**src/rtl/nco_pkg.sv**
```systemverilog
// Shared definitions for the NCO sweep controller: FSM state encoding and default widths.
package nco_pkg;

  localparam int NCO_PHASE_W = 32;
  localparam int NCO_DWELL_W = 16;

  typedef enum logic [1:0] {
    S_IDLE  = 2'd0,
    S_LOAD  = 2'd1,
    S_DWELL = 2'd2,
    S_STEP  = 2'd3
  } sweep_state_t;

endpackage

```
**src/rtl/nco_sweep_step.sv**
```systemverilog
// Combinational next-tuning-word calculation: direction, add/sub with carry/borrow,
// clamp to f_stop so the word never wraps, and end-of-sweep flag.
module nco_sweep_step #(
  parameter int W = 32
) (
  input  logic [W-1:0] cur,
  input  logic [W-1:0] f_start,
  input  logic [W-1:0] f_stop,
  input  logic [W-1:0] f_step,
  output logic [W-1:0] next,
  output logic         at_end
);

  logic [W:0] sum_s;
  logic [W:0] diff_s;

  assign sum_s  = {1'b0, cur} + {1'b0, f_step};
  assign diff_s = {1'b0, cur} - {1'b0, f_step};
  assign at_end = (cur == f_stop);

  // A zero step would otherwise stall, so it jumps straight to the stop word.
  always_comb begin
    next = f_stop;
    if (f_step == '0) begin
      next = f_stop;
    end else if (f_stop >= f_start) begin
      if (sum_s[W] || (sum_s[W-1:0] > f_stop)) begin
        next = f_stop;
      end else begin
        next = sum_s[W-1:0];
      end
    end else begin
      if (diff_s[W] || (diff_s[W-1:0] < f_stop)) begin
        next = f_stop;
      end else begin
        next = diff_s[W-1:0];
      end
    end
  end

endmodule

```
**src/rtl/nco_sweep_ctrl.sv**
```systemverilog
// Frequency-sweep controller feeding the NCO phase increment.
// Define NCO_SWEEP_TRIANGLE_EN for ping-pong (triangle) loop mode; default loop is sawtooth.
module nco_sweep_ctrl
  import nco_pkg::*;
#(
  parameter int PHASE_W = NCO_PHASE_W,
  parameter int DWELL_W = NCO_DWELL_W
) (
  input  logic               clk,
  input  logic               rst_n,
  input  logic               start,
  input  logic               abort,
  input  logic               loop_en,
  input  logic [PHASE_W-1:0] f_start,
  input  logic [PHASE_W-1:0] f_stop,
  input  logic [PHASE_W-1:0] f_step,
  input  logic [DWELL_W-1:0] dwell,
  output logic [PHASE_W-1:0] phase_inc,
  output logic               busy,
  output logic               done
);

  sweep_state_t       state_r, state_s;
  logic [PHASE_W-1:0] sh_start_r, sh_stop_r, sh_step_r, phase_inc_r;
  logic [PHASE_W-1:0] calc_start_s, calc_stop_s, next_s;
  logic [DWELL_W-1:0] sh_dwell_r, cnt_r, reload_s;
  logic               sh_loop_r, busy_r, done_r;
  logic               step_end_s, at_end_s, swap_s;

  assign reload_s = (sh_dwell_r == '0) ? '0 : (sh_dwell_r - DWELL_W'(1));

`ifdef NCO_SWEEP_TRIANGLE_EN
  // End detection uses the unswapped stop word; on a looping end the step sees swapped bounds.
  assign at_end_s     = (phase_inc_r == sh_stop_r);
  assign swap_s       = at_end_s && sh_loop_r;
  assign calc_start_s = swap_s ? sh_stop_r  : sh_start_r;
  assign calc_stop_s  = swap_s ? sh_start_r : sh_stop_r;
`else
  assign at_end_s     = step_end_s;
  assign swap_s       = 1'b0;
  assign calc_start_s = sh_start_r;
  assign calc_stop_s  = sh_stop_r;
`endif

  nco_sweep_step #(.W(PHASE_W)) u_step (
    .cur     (phase_inc_r),
    .f_start (calc_start_s),
    .f_stop  (calc_stop_s),
    .f_step  (sh_step_r),
    .next    (next_s),
    .at_end  (step_end_s)
  );

  // Next-state logic; abort overrides every transition.
  always_comb begin
    state_s = state_r;
    if (abort) begin
      state_s = S_IDLE;
    end else begin
      case (state_r)
        S_IDLE:  state_s = start ? S_LOAD : S_IDLE;
        S_LOAD:  state_s = S_DWELL;
        S_DWELL: state_s = (cnt_r == '0) ? S_STEP : S_DWELL;
        S_STEP: begin
          if (!at_end_s) begin
            state_s = S_DWELL;
          end else if (swap_s) begin
            state_s = S_DWELL;
          end else if (sh_loop_r) begin
            state_s = S_LOAD;
          end else begin
            state_s = S_IDLE;
          end
        end
        default: state_s = S_IDLE;
      endcase
    end
  end

  // State, status flags, shadow registers, dwell counter and tuning word.
  always_ff @(posedge clk or negedge rst_n) begin
    if (!rst_n) begin
      state_r     <= S_IDLE;
      busy_r      <= 1'b0;
      done_r      <= 1'b0;
      sh_start_r  <= '0;
      sh_stop_r   <= '0;
      sh_step_r   <= '0;
      sh_dwell_r  <= '0;
      sh_loop_r   <= 1'b0;
      cnt_r       <= '0;
      phase_inc_r <= '0;
    end else begin
      state_r <= state_s;
      busy_r  <= (state_s != S_IDLE);
      done_r  <= !abort && (state_r == S_STEP) && at_end_s && !sh_loop_r;
      if (!abort) begin
        case (state_r)
          S_IDLE: begin
            if (start) begin
              sh_start_r <= f_start;
              sh_stop_r  <= f_stop;
              sh_step_r  <= f_step;
              sh_dwell_r <= dwell;
              sh_loop_r  <= loop_en;
            end
          end
          S_LOAD: begin
            phase_inc_r <= sh_start_r;
            cnt_r       <= reload_s;
          end
          S_DWELL: begin
            if (cnt_r != '0) begin
              cnt_r <= cnt_r - DWELL_W'(1);
            end
          end
          S_STEP: begin
            if (!at_end_s || swap_s) begin
              phase_inc_r <= next_s;
              cnt_r       <= reload_s;
            end
            if (swap_s) begin
              sh_start_r <= sh_stop_r;
              sh_stop_r  <= sh_start_r;
            end
          end
          default: begin
            cnt_r <= '0;
          end
        endcase
      end
    end
  end

  assign phase_inc = phase_inc_r;
  assign busy      = busy_r;
  assign done      = done_r;

endmodule

```
**config.mk**
```make
export PLATFORM = sky130hd
export DESIGN_NAME = nco_sweep_ctrl
export DESIGN_NICKNAME = d
export VERILOG_FILES = /design/src/rtl/nco_pkg.sv /design/src/rtl/nco_sweep_step.sv /design/src/rtl/nco_sweep_ctrl.sv
export SDC_FILE = /design/constraint.sdc
export NUM_CORES = 1
export LEC_CHECK = 0
export CAP_MARGIN = 20
export CORE_ASPECT_RATIO = 0.5
export CORE_MARGIN = 2
export CORE_UTILIZATION = 53
export DETAILED_ROUTE_END_ITERATION = 7
export PLACE_DENSITY = 0.78
export SYNTH_ARGS = -nofsm -noshare
export SYNTH_HDL_FRONTEND = slang
export SYNTH_SLANG_ARGS = --single-unit
```
**constraint.sdc**
```tcl
create_clock -name clk -period 5.2 [get_ports clk]
set_input_delay 1.56 -clock clk [delete_from_list [all_inputs] [get_ports clk]]
set_output_delay 1.56 -clock clk [all_outputs]
set_load 0.005 [all_outputs]
```
# Word-level counts from Yosys, hierarchy flattened
# Index checks and enable logic that the tools add are counted.
# Widths: inputs -> output; s select.
dict set report word_totals {
  regBits 165
  in_bits 117
  output_inout_bits 34
}
dict set report classes {
  add_sub_neg 4
  magnitude_cmp 3
  n_eq_ne 6
  n_mux 16
  n_bitwise 1
  reduce_logical 18
}
# op n
set ops {}
lappend ops {{$mux 32} 5}
lappend ops {{$pmux 32 s2} 1}
lappend ops {{$mux 16} 3}
lappend ops {{$pmux 16 s3} 1}
lappend ops {{$add 32x32->33} 1}
lappend ops {{$sub 32x32->33} 1}
lappend ops {{$eq 32x32->1} 1}
lappend ops {{$ge 32x32->1} 1}
lappend ops {{$gt 32x32->1} 1}
lappend ops {{$logic_not 16->1} 2}
lappend ops {{$logic_not 32->1} 1}
lappend ops {{$lt 32x32->1} 1}
lappend ops {{$sub 16x1->16 const B} 2}
lappend ops {{$reduce_bool 16->1} 1}
lappend ops {{$pmux 2 s4} 1}
lappend ops {{$reduce_and 3->1} 2}
lappend ops {{$eq 2x2->1 const B} 2}
lappend ops {{$mux 2} 2}
lappend ops {{$ne 2x2->1 const B} 2}
lappend ops {{$reduce_and 4->1} 1}
lappend ops {{$reduce_bool 2->1} 2}
lappend ops {{$logic_and 1x1->1} 3}
lappend ops {{$mux 1} 3}
lappend ops {{$reduce_bool 3->1} 1}
lappend ops {{5 further kinds} 7}

# Depth between registers and ports, before layout
dict set report depth {
  depth_word 8
  mapped_depth 23
  ltp_nobuf 22
}

# Modules after synthesis
# Synthesis repeated with hierarchy kept, for this count alone.
dict set report unflattened {
  hier_cells 1525
  hier_area_um2 13949.6
}
# module instances cells_per_inst area_per_inst_um2 seq_area_each_um2
set modules_own_cells {}
lappend modules_own_cells {nco_sweep_ctrl 1 566 7158.1 4129.0}
lappend modules_own_cells {nco_sweep_step 1 959 6791.5 0.0}

# Worst setup path before layout
# OpenSTA, ideal clock, no wires.
dict set report synth_path {
  path_kind {register to register}
  startpoint {register phase_inc_r[5] (netlist: phase_inc[5])}
  endpoint {register phase_inc_r[21] (netlist: phase_inc[21])}
  arrival_time_ps 4776
  slack_ps 291
  path_stages_with_launch 20
  path_buffers 1
  synth_period_minus_slack_ps 4909
  cell_sequence {dfrtp_1 > ha_1 > buf_4 > or4_1 > a21o_1 > a211oi_2 > o2111ai_1 > a2111oi_2 > or3_1 > nand2_1 > ha_1 > nand4_1 > nor3_1 > o211ai_1 > a32o_1 > a31oi_1 > nor2_1 > mux2_2 > a221oi_1 > a211oi_1}
}
dict set report synth_between {
  elab_chain_cells 8
}
# item line_no
set synth_lines {}
lappend synth_lines {{start, declared} nco_sweep_ctrl.sv:24} ;# logic [PHASE_W-1:0] sh_start_r, sh_stop_r, sh_step_r, phase_inc_r;
lappend synth_lines {{start signal, assigned} nco_sweep_ctrl.sv:109} ;# phase_inc_r <= sh_start_r;
lappend synth_lines {{start signal, assigned} nco_sweep_ctrl.sv:119} ;# phase_inc_r <= next_s;
lappend synth_lines {{$sub 32x32->33 / $add 32x32->33 (equally long branches)} {nco_sweep_step.sv:18, nco_sweep_step.sv:17}}
lappend synth_lines {{$lt 32x32->1 / $gt 32x32->1 (equally long branches)} {nco_sweep_step.sv:33, nco_sweep_step.sv:27}}
lappend synth_lines {{$logic_or 1x1->1, on equally long branches} {nco_sweep_step.sv:33, nco_sweep_step.sv:27}}
lappend synth_lines {{$mux 32, on equally long branches} {nco_sweep_step.sv:33, nco_sweep_step.sv:27}}
lappend synth_lines {{$mux 32} nco_sweep_step.sv:26} ;# end else if (f_stop >= f_start) begin
lappend synth_lines {{$mux 32} nco_sweep_step.sv:24} ;# if (f_step == '0) begin
lappend synth_lines {{$mux 32} nco_sweep_ctrl.sv:118} ;# if (!at_end_s || swap_s) begin
lappend synth_lines {{$pmux 32 s2} nco_sweep_ctrl.sv:98} ;# case (state_r)
# Parallel ways exist; a longest one is shown, timed or not. The select of a mux whose other input is x is not followed.
# A chain may end at the register's enable or synchronous reset.

# Worst setup path in the final report
dict set report layout_path {
  startpoint {register phase_inc_r[9] (netlist: phase_inc[9])}
  endpoint {register phase_inc_r[15] (netlist: phase_inc[15])}
}
# Same word-level chain as after synthesis.

==> results_dict.tcl <==
set metrics [dict create \
    final-seq-area_mm2 0.004129 \
    start_util_pct 54.05 \
    most_repeated_cell_in_the_gate_level_netlist_after_synthesis "sky130_fd_sc_hd__nand2_1" \
    placement_row_count 42 \
    violations "negative setup slack" \
    post_cts_hold_buffer_count 0 \
    antennaDiodeCount 0 \
    min_path_type "flop to flop" \
    gpl.final_weighted_congestion 1.071 \
    fp.dieArea_mm2 0.02847 \
    route.detailed.drc 0 \
    synth.top_cells.by_count "sky130_fd_sc_hd__nand2_1, sky130_fd_sc_hd__o21ai_0, sky130_fd_sc_hd__dfrtp_1, sky130_fd_sc_hd__ha_1, sky130_fd_sc_hd__inv_1" \
    synth_adder_area_share_pct 14.32 \
    floorplan.die.height_um 120.3 \
    grt_pass1_vias 14240 \
    count_of_flip_flops_with_a_built_in_enable_after_synthesis 0 \
    grt.busiest_layer "met1" \
    drt_pre_antenna_iters 7 \
    max-clock-path-buffers 2 \
    arrival_ns 5.55 \
    synth_top_area_cell "sky130_fd_sc_hd__dfrtp_1" \
    clock_tree_sinks 165 \
    cp-start-kind "flop" \
    core_region_area_mm2 0.02654 \
    tritoncts "built" \
    crit_fanout 5 \
    yosys_register_bits 165 \
    total_negative_slack_for_setup_checks_ns -0.01486 \
    synth.yosys.seq_area_share_pct 28.79 \
    synth_warnings 0 \
    final_layout_size_suffix_gt1_share_pct 20.27 \
    timing.max_cap.violations 0 \
    post-route-min-period_ns 5.215 \
    dr_total_vias 15180 \
    fin_nets 2339 \
    layout_worst_path_cycle_share_pct 100.3 \
    clock-skew-final_ns 0.01376 \
    worstPathRequired_ns 5.53 \
    grt_max_degree 121 \
    clkSlewWorstSetupHoldPaths_ns 0.08 \
    met1_usage_pct 58.41 \
    numCtsBuffers 17 \
    antenna_violating_nets_post_route 0 \
    maxSlewViolCount 0 \
    hold_viol 0 \
    avgRoutedWirePerCell_um 23.99 \
    grt_first_pass_wirelength_mm 86.12 \
    via_per_inst 6.262 \
    globalRoute.totalOverflow 0 \
    synth_compound_gate_area_share_pct 24.70 \
    globalRouteTotalUtil_pct 40.66 \
    syn-num-nets 2009 \
    hpwl_mm 45.88 \
    finalSetupViolations 1 \
    top_cells_by_area_in_the_synthesized_netlist "sky130_fd_sc_hd__dfrtp_1, sky130_fd_sc_hd__ha_1, sky130_fd_sc_hd__o21ai_0, sky130_fd_sc_hd__nand2_1, sky130_fd_sc_hd__a21oi_1" \
    netlist-cell-type-count 94 \
    chipWidth_um 236.6 \
    synth_area_mm2 0.01434 \
    post_synthesis_share_of_cell_area_spent_on_xor_and_xnor_gates_pct 5.923 \
    groute.layer.met2.usage_pct 55.90 \
    worst_slew_margin_rel_pct 21.90 \
    routed_wirelength_mm 58.15 \
    synthesis.instances 1729 \
    async_flop_share_pct 100.0 \
    synth_simple_gate_area_share_pct 17.86 \
    clk-insertion-delay-late_ns 0.47 \
    drt_iter0_drc 1967 \
    multi_input_area_mm2 0.009884 \
    area_delta_synth_final_pct 32.60 \
    place.port_buffers 150 \
    critPathCaptureType "flop" \
    cell_chosen_for_the_clock_root "sky130_fd_sc_hd__clkbuf_16" \
    syn_avg_cell_area_um2 8.295 \
    antenna_found_initial 0 \
    synth-main-ff-cell "sky130_fd_sc_hd__dfrtp_1" \
    met3_usage_pct 17.69 \
    run_status "finished with violations" \
    criticalPathCategory "flop to flop" \
    max_freq_mhz 191.8 \
    num-fill-cells 2104 \
    boundaryPins 151 \
    post-synth-top-area-fraction_pct 28.79 \
    dominant_combinational_cell_family_by_area_after_synthesis "compound AO/OA/AOI/OAI gates" \
    max_slew.worst_pin.slew_ns 1.161 \
    setup_ws_ns -0.01486 \
    muxShareOfSynthArea_pct 2.251 \
    cts_htree_levels 4 \
]
-- repair_timing --
| action | in CTS | in global routing |
|---|---|---|
| buffers inserted | 0 | 28 |
| pin swaps | 4 | 43 |
| gates resized for setup | 21 | 82 |
| gates cloned | 0 | 0 |
| endpoints found under the setup margin | 32 | 32 |
-- worst max-delay path, stage by stage, from the launching register on --
cell                        delay [ns]
sky130_fd_sc_hd__dfrtp_1          0.46
sky130_fd_sc_hd__ha_1             0.35
sky130_fd_sc_hd__buf_4            0.13
sky130_fd_sc_hd__and2_1           0.18
sky130_fd_sc_hd__nand3_1          0.11
sky130_fd_sc_hd__a211o_4          0.40
sky130_fd_sc_hd__a211oi_4         0.31
sky130_fd_sc_hd__or2_4            0.20
sky130_fd_sc_hd__a41oi_4          0.14
sky130_fd_sc_hd__xnor2_4          0.22
sky130_fd_sc_hd__ha_4             0.29
sky130_fd_sc_hd__nand4_1          0.25
sky130_fd_sc_hd__nor4_2           0.44
sky130_fd_sc_hd__nand2_1          0.14
sky130_fd_sc_hd__o2111ai_2        0.21
sky130_fd_sc_hd__a21oi_2          0.09
sky130_fd_sc_hd__buf_6            0.14
sky130_fd_sc_hd__nor2_4           0.20
sky130_fd_sc_hd__buf_6            0.14
sky130_fd_sc_hd__mux2_4           0.31
sky130_fd_sc_hd__a221oi_4         0.25
sky130_fd_sc_hd__a21oi_2          0.12
-- layout make-up --
class,instances,area share (%)
multi-input cells,1346,51.97
flip-flops and latches,165,21.71
repair buffers,395,18.17
inverters,134,2.645
well taps,352,2.316
clock buffers,17,2.237
clock inverters,15,0.9474
-- sequential cells by signal (all words and copies together) (netlist names) --
signal and cells:
calc_start_s 32, calc_stop_s 32, phase_inc 32, sh_step_r 32, cnt_r 16, sh_dwell_r 16, state_r 2, busy 1
done 1, sh_loop_r 1
-- per-stage QoR --
stage                     hold WS [ns]  area, um2  utilization, %  std cells  worst slack, ns
after floorplan                 0.4244      14340               -       1729           0.2909
after global placement          0.4825      17620           66.38       2365          -0.3243
after detailed placement        0.4861      17620           66.38       2365          -0.4821
after CTS                       0.4976      18340           69.09       2397         -0.02695
after global routing            0.5253      19020           71.66       2424         -0.06953
final                           0.4905      19020           71.66       2424         -0.01486
-- logic make-up (layout without fill, tap and decap cells) --
| logic type | after synthesis | in the layout |
|---|---|---|
| AO/OA/AOI/OAI | 529 | 529 |
| buffers and inverters | 218 | 561 |
| XOR/XNOR | 97 | 97 |
| AND/OR/NAND/NOR | 528 | 528 |
| adder cells (fa/ha/maj) | 163 | 163 |
| multiplexers | 29 | 29 |
| flip-flops | 165 | 165 |
-- metal layers --
metal	vias up	share of wire, %
met3	102	15
met1	7244	43
li1	6920	-
met4	0	2.0
met2	914	40
met5	-	0
-- layout by cell type (no fill, tap or decap), types with 31 or more instances in the layout --
master                            instances
sky130_fd_sc_hd__a21oi_1                107
sky130_fd_sc_hd__dfrtp_1                165
sky130_fd_sc_hd__nand3_1                 39
sky130_fd_sc_hd__xnor2_1                 45
sky130_fd_sc_hd__nor4_1                  32
sky130_fd_sc_hd__buf_4                  231
sky130_fd_sc_hd__nor3_1                  31
sky130_fd_sc_hd__clkdlybuf4s50_1        149
sky130_fd_sc_hd__o21ai_0                181
sky130_fd_sc_hd__ha_1                   153
sky130_fd_sc_hd__xor2_1                  41
sky130_fd_sc_hd__nand2_1                194
sky130_fd_sc_hd__inv_1                  124
sky130_fd_sc_hd__nor2_1                 108
-- worst paths after layout --
path / startpoint / to / slack (ns) / depth (start not counted)
worst max-delay path: phase_inc[9] / phase_inc[15] / -0.01 / 21
worst min-delay path: sh_loop_r / done / 0.49 / 1
worst max register to register: phase_inc[9] / phase_inc[15] / -0.01 / 21
worst min register to register: sh_loop_r / done / 0.49 / 1
max in group asynchronous: rst_n / state_r[1] / 3.21 / 2
min in group asynchronous: rst_n / calc_start_s[5] / 1.08 / 1
Power is left out: the tool's default activity adds up to more than one toggle a clock period on the data nets, which glitch-free logic cannot reach.
